===== src/rtl/alu_operand_stage.sv =====
`default_nettype none
// ============================================================================
// Module   : alu_operand_stage
// Brief    : D->E pipeline register with E/M operand forwarding and
//            load-use stall / bubble insertion ahead of the ALU.
// Revision : 1.0 - initial release
// ============================================================================
module alu_operand_stage #(
    parameter int RW = 5
) (
    input  logic          clock,
    input  logic          reset,
    input  logic          d_valid,
    input  logic [31:0]   d_qa,
    input  logic [31:0]   d_qb,
    input  logic [31:0]   d_imm,
    input  logic [4:0]    d_sa,
    input  logic [3:0]    d_aluc,
    input  logic [RW-1:0] d_rs,
    input  logic [RW-1:0] d_rt,
    input  logic [RW-1:0] d_rn,
    input  logic          d_uses_rs,
    input  logic          d_uses_rt,
    input  logic          d_aluimm,
    input  logic          d_shift,
    input  logic          d_wreg,
    input  logic          d_m2reg,
    input  logic          d_wmem,
    input  logic          flush,
    input  logic [31:0]   ex_alu,
    input  logic [RW-1:0] m_rn,
    input  logic          m_wreg,
    input  logic [31:0]   m_data,
    output logic          stall_req,
    output logic          e_valid,
    output logic          e_wreg,
    output logic          e_m2reg,
    output logic          e_wmem,
    output logic [31:0]   e_a,
    output logic [31:0]   e_b,
    output logic [3:0]    e_aluc,
    output logic [RW-1:0] e_rn,
    output logic [31:0]   e_st_data
);

    localparam logic [RW-1:0] c_R0 = '0;

    logic          r_valid_q, r_wreg_q, r_m2reg_q, r_wmem_q;
    logic [31:0]   r_a_q, r_b_q, r_st_q;
    logic [3:0]    r_aluc_q;
    logic [RW-1:0] r_rn_q;

    logic          w_valid_d, w_wreg_d, w_m2reg_d, w_wmem_d;
    logic [31:0]   w_a_d, w_b_d, w_st_d;
    logic [3:0]    w_aluc_d;
    logic [RW-1:0] w_rn_d;

    logic          w_e_fwd_ok, w_m_fwd_ok, w_e_load, w_stall, w_bubble;
    logic [31:0]   w_fa, w_fb;

    // A load in E has no result yet, so it cannot forward; it stalls instead.
    assign w_e_fwd_ok = r_valid_q & r_wreg_q & ~r_m2reg_q & (r_rn_q != c_R0);
    assign w_m_fwd_ok = m_wreg & (m_rn != c_R0);
    assign w_e_load   = r_valid_q & r_wreg_q & r_m2reg_q & (r_rn_q != c_R0);

    assign w_fa = (w_e_fwd_ok && r_rn_q == d_rs) ? ex_alu :
                  (w_m_fwd_ok && m_rn == d_rs)   ? m_data : d_qa;
    assign w_fb = (w_e_fwd_ok && r_rn_q == d_rt) ? ex_alu :
                  (w_m_fwd_ok && m_rn == d_rt)   ? m_data : d_qb;

    assign w_stall  = d_valid & ~flush & w_e_load &
                      ((d_uses_rs & (d_rs == r_rn_q)) | (d_uses_rt & (d_rt == r_rn_q)));
    assign w_bubble = flush | w_stall | ~d_valid;

    always_comb begin
        w_valid_d = 1'b0;
        w_wreg_d  = 1'b0;
        w_m2reg_d = 1'b0;
        w_wmem_d  = 1'b0;
        w_a_d     = '0;
        w_b_d     = '0;
        w_st_d    = '0;
        w_aluc_d  = '0;
        w_rn_d    = '0;
        if (!w_bubble) begin
            w_valid_d = 1'b1;
            w_wreg_d  = d_wreg;
            w_m2reg_d = d_m2reg;
            w_wmem_d  = d_wmem;
            w_a_d     = d_shift ? {27'b0, d_sa} : w_fa;
            w_b_d     = d_aluimm ? d_imm : w_fb;
            w_st_d    = w_fb;
            w_aluc_d  = d_aluc;
            w_rn_d    = d_rn;
        end
    end

    always_ff @(posedge clock) begin
        if (reset) begin
            r_valid_q <= 1'b0;
            r_wreg_q  <= 1'b0;
            r_m2reg_q <= 1'b0;
            r_wmem_q  <= 1'b0;
            r_a_q     <= '0;
            r_b_q     <= '0;
            r_st_q    <= '0;
            r_aluc_q  <= '0;
            r_rn_q    <= '0;
        end else begin
            r_valid_q <= w_valid_d;
            r_wreg_q  <= w_wreg_d;
            r_m2reg_q <= w_m2reg_d;
            r_wmem_q  <= w_wmem_d;
            r_a_q     <= w_a_d;
            r_b_q     <= w_b_d;
            r_st_q    <= w_st_d;
            r_aluc_q  <= w_aluc_d;
            r_rn_q    <= w_rn_d;
        end
    end

    assign stall_req = w_stall;
    assign e_valid   = r_valid_q;
    assign e_wreg    = r_wreg_q;
    assign e_m2reg   = r_m2reg_q;
    assign e_wmem    = r_wmem_q;
    assign e_a       = r_a_q;
    assign e_b       = r_b_q;
    assign e_st_data = r_st_q;
    assign e_aluc    = r_aluc_q;
    assign e_rn      = r_rn_q;

endmodule
`default_nettype wire


===== config.mk =====
export PLATFORM = sky130hd
export DESIGN_NAME = alu_operand_stage
export DESIGN_NICKNAME = d
export VERILOG_FILES = /design/src/rtl/alu_operand_stage.sv
export SDC_FILE = /design/constraint.sdc
export NUM_CORES = 1
export LEC_CHECK = 0
export BUFFER_PORTS_ARGS = -buffer_cell sky130_fd_sc_hd__buf_2
export CORE_MARGIN = 3
export CORE_UTILIZATION = 43
export CTS_CLUSTER_SIZE = 12
export DETAILED_ROUTE_END_ITERATION = 12
export GPL_TIMING_DRIVEN = 0
export PLACE_DENSITY = 0.82
export SLEW_MARGIN = 25
export SYNTH_ARGS = -nofsm -noshare
export SYNTH_HDL_FRONTEND = slang
export SYNTH_SLANG_ARGS = --single-unit
export TNS_END_PERCENT = 5

===== constraint.sdc =====
create_clock -name clock -period 1.9 [get_ports clock]
set_input_delay 0 -clock clock [delete_from_list [all_inputs] [get_ports clock]]
set_output_delay 0 -clock clock [all_outputs]
set_load 0.05 [all_outputs]

==> metrics.sh <==
WORSTSETUPSTARTPOINT='e_rn[4]$_SDFF_PP0_'
TIGHTESTPINTRANSITION_NS=0.980
PERIOD_MINUS_SLACK_NS=1.97
RSZ0062_AT_GRT='yes'
CORE_UM2=14800
TIMING.HOLD.WS_NS=0.0124
REQUIRED_NS=2.16
SYNTH_FP_NETS=959
DIEWIDTH_UM=130
TOP_LEVEL_PORTS=311
GRT_FIRST_PASS_WIRELENGTH_MM=45.8
HOLD_CLASS='in2reg'
LAYOUTNONFILLERINSTCOUNT=1347
CLK_PIN_SLEW_WORST_PATHS_NS=0.07
INSERTION_DELAY_NS=0.36
POST_ROUTE_CELLS_DRIVE_ABOVE_1_SHARE=0.437
TIMING.SETUP.CRITICAL_PATH_CLASS='reg2reg'
SYNTH_AREA_PER_CELL_UM2=8.67
CELL_TYPE_WITH_THE_HIGHEST_AGGREGATE_AREA_IN_THE_NETLIST='dfxtp_1'
ROUTED-VIA-COUNT=8612
N_ANTENNA_CELL=0
GROUTE.USAGE.OVERALL=0.355
SYNTH_SEQ_AREA_SHARE=0.332
PATH_BUF_INV=3
YOSYS_MOST_USED_DFF='dfxtp_1'
SETUP.WORST_PATH.START_CLASS='flip-flop'
CRIT_TOP_CELL='buf_8'
FIN_TOTAL_PWR_uW=5930
DETAIL_ROUTE.FIRST_PASS.ITERATIONS=5
GLOBAL_ROUTE.USAGE.MET3=0.108
MAX_FREQ_MHz=507
POWERDENSITY_nW_PER_UM2=578
CP-END-KIND='flip-flop'
CRITICAL_PATH.REG2REG.STARTPOINT='e_rn[4]$_SDFF_PP0_'
YS_ASYNC_SR_FRACTION=0
USE_MET2=0.581
CPLARGESTDELAYFAMILY='buffers and inverters'
MAX-CLOCK-PATH-BUFFERS=2
HOLDPATHSTAGES=3
GLOBAL_ROUTE.PEAK_USAGE_LAYER='met2'
TIMING.FINAL.CRIT_SHARE=1.04
DRC=0
WORST_SLEW_MARGIN_REL=0.347
TIMING.REG2REG.WORST_PATH_DEPTH=8
GRT_START_MAX_NET_PINS=18
SYNTH_ENABLE_FLOP_CELLS=0
SLOWEST_STAGE='dfxtp_4'
NETLIST_AREA_UM2=6580
NUM_ROWS=44
SYNTHCELLS=758
INITIAL_ANTENNA_VIOLATION_COUNT=0
SYNTH_WARN=0
PORT_BUFFERS=309
FP.DIEAREA_UM2=16800
WORSTPATHCELLLIST='xor2_2 > nor3_4 > buf_6 > and3_4 > buf_8 > buf_8 > o31ai_2 > a211oi_2'
TIMING.FINAL.WS_SETUP_NS=-0.0713
POSTSYNTHREGISTERBITS=109
POST_SYNTH_NUM_CELL_TYPES=37
SYNTH_TOP_CELLS_BY_AREA='dfxtp_1 33%, and4_1 8.5%, o31ai_1 7.3%'
SLEW_VIOL_FINAL=0
MAXCAPVIOLCOUNT=0
PLACE_WS_NS=-1.00
POST-PLACE-CELLS=1251
PLACE_CONGESTION=0.951
DRT-WIRELENGTH-PER-CELL_UM=23.7
DRT_ITER0_MARKERS=1080
VDD_DROP_MAX_uV=475
WORST_HOLD_STARTPOINT='ex_alu[28]'
SLOWEST_DELAY_NS=0.38
HOLD_VIOLATIONS=0
FIRST_GLOBAL_VIAS=8456
WORSTPATHMAXFANOUT=10
GROUTE.LAYER.MET1.USAGE=0.424
POST_SYNTH_TOP_AREA_SHARE=0.332
TRITONCTS='done'
FINALNETCOUNT=1359
LAYOUT.CORE_UTILIZATION=0.695
LEAKAGE_uW=0.00441
SYNTH_COMMON_CELLS='109 x dfxtp_1, 82 x clkbuf_1, 64 x and4_1, 64 x inv_1, 64 x o31ai_1'
GRT_OVERFLOW=0
CTS_HTREE_LEVELS=3
SETUP_VIOLATIONS=26
CTSROOTBUFFERMASTER='clkbuf_16'
DIE_HEIGHT_UM=130
ROUTED_WIRE_LENGTH_MM=31.9
PATH_DEPTH=8
WORSTPATHARRIVAL_NS=2.23
FINAL.FILL_COUNT=1167
STATUS='finished, violations left'
START_UTIL=0.446
HPWL_AFTER_DETAILED_PLACEMENT_MM=22.2
CTS_NUM_SINKS=109
FIN_WORST_SKEW_NS=0.0128
CTS_BUFFER_COUNT=9
FAILED_CHECKS='setup timing'
ANT_NETS=0
AREA_DELTA_SYNTH_FINAL_PCT=55.9
VIAS_PER_CELL=6.39
SYNTH.MOST_COMMON_CELL='dfxtp_1'
## metrics by stage
stage | TNS, ns | cell area, um2
6_report | -0.779 | 10300
5_1_grt | -2.67 | 10300
4_1_cts | -1.01 | 9850
3_5_place_dp | -88.36 | 8380
3_3_place_gp | -87.45 | 8380
2_1_floorplan | -2.77 | 6600
## worst reg2reg max path: stages (launching register included)
cell      delay (ns)
dfxtp_4         0.38
xor2_2          0.16
nor3_4          0.22
buf_6           0.13
and3_4          0.26
buf_8           0.17
buf_8           0.19
o31ai_2         0.11
a211oi_2        0.25
## logic make-up after synthesis
logic type,share of synthesized area
DFF,0.332
and+or+nand+nor,0.213
buffers and inverters,0.104
AOI/OAI and AO/OA,0.325
xor gates and xnor gates,0.0266
## layout make-up
class	count	area [um2]	area share
Multi-Input combinational cell	482	4270	0.416
Timing Repair Buffer	392	2410	0.235
Sequential cell	109	2200	0.215
Buffer	100	606	0.0591
Clock buffer	14	285	0.0278
Inverter	64	240	0.0234
Tap cell	184	230	0.0225
Clock inverter	2	13.8	0.00134
## cells in the final DEF (no fill, tap or decap), types with 11 or more instances in the layout
master	count
buf_2	314
dfxtp_1	102
dlygate4sd3_1	67
inv_1	64
and4_1	64
nor3_1	57
clkbuf_1	51
o31ai_1	42
nand2_1	40
o31a_1	32
a211oi_1	29
nand4_1	27
a41oi_1	26
a2111oi_2	23
buf_4	18
o31ai_2	16
a31oi_2	15
a31oi_1	14
clkbuf_2	13
clkbuf_16	12
nor3b_1	12
a41oi_2	11
## what timing repair did
| action | 4_1_cts | 5_1_grt |
|---|---|---|
| buffers inserted | 10 | 3 |
| endpoints found under the hold margin | 65 | 2 |
| hold buffers | 65 | 2 |
| cloned | 2 | 1 |
| resized for setup | 106 | 86 |
| setup endpoints to repair | 110 | 97 |
| pin swaps | 22 | 21 |
## flip-flops by register name (all words and copies together) (netlist names)
name       flops
e_wmem         1
e_a           32
e_valid        1
e_wreg         1
e_b           32
e_aluc         4
e_m2reg        1
e_st_data     32
e_rn           5
## path summary, 6_finish.rpt
kind	slack, ns	endpoint
setup / recovery	-0.07	e_b[0]$_SDFF_PP0_
hold / removal	0.01	e_st_data[28]$_SDFF_PP0_
setup reg to reg	-0.07	e_b[0]$_SDFF_PP0_
hold reg to reg	1.01	e_valid$_SDFF_PP0_
## power by group
group | leakage (uW) | switching (uW) | internal, uW
logic | 0.00337 | 1040 | 578
registers | 0.000890 | 24.0 | 2340
clock network | 0.000148 | 898 | 1050
## routing by layer
metal	part of all wire	wire length [um]
met1	0.37	11800
met2	0.47	15000
met3	0.11	3580
met4	0.045	1430
met5	0	0
Note: power is estimated with default switching activity, not from simulation.
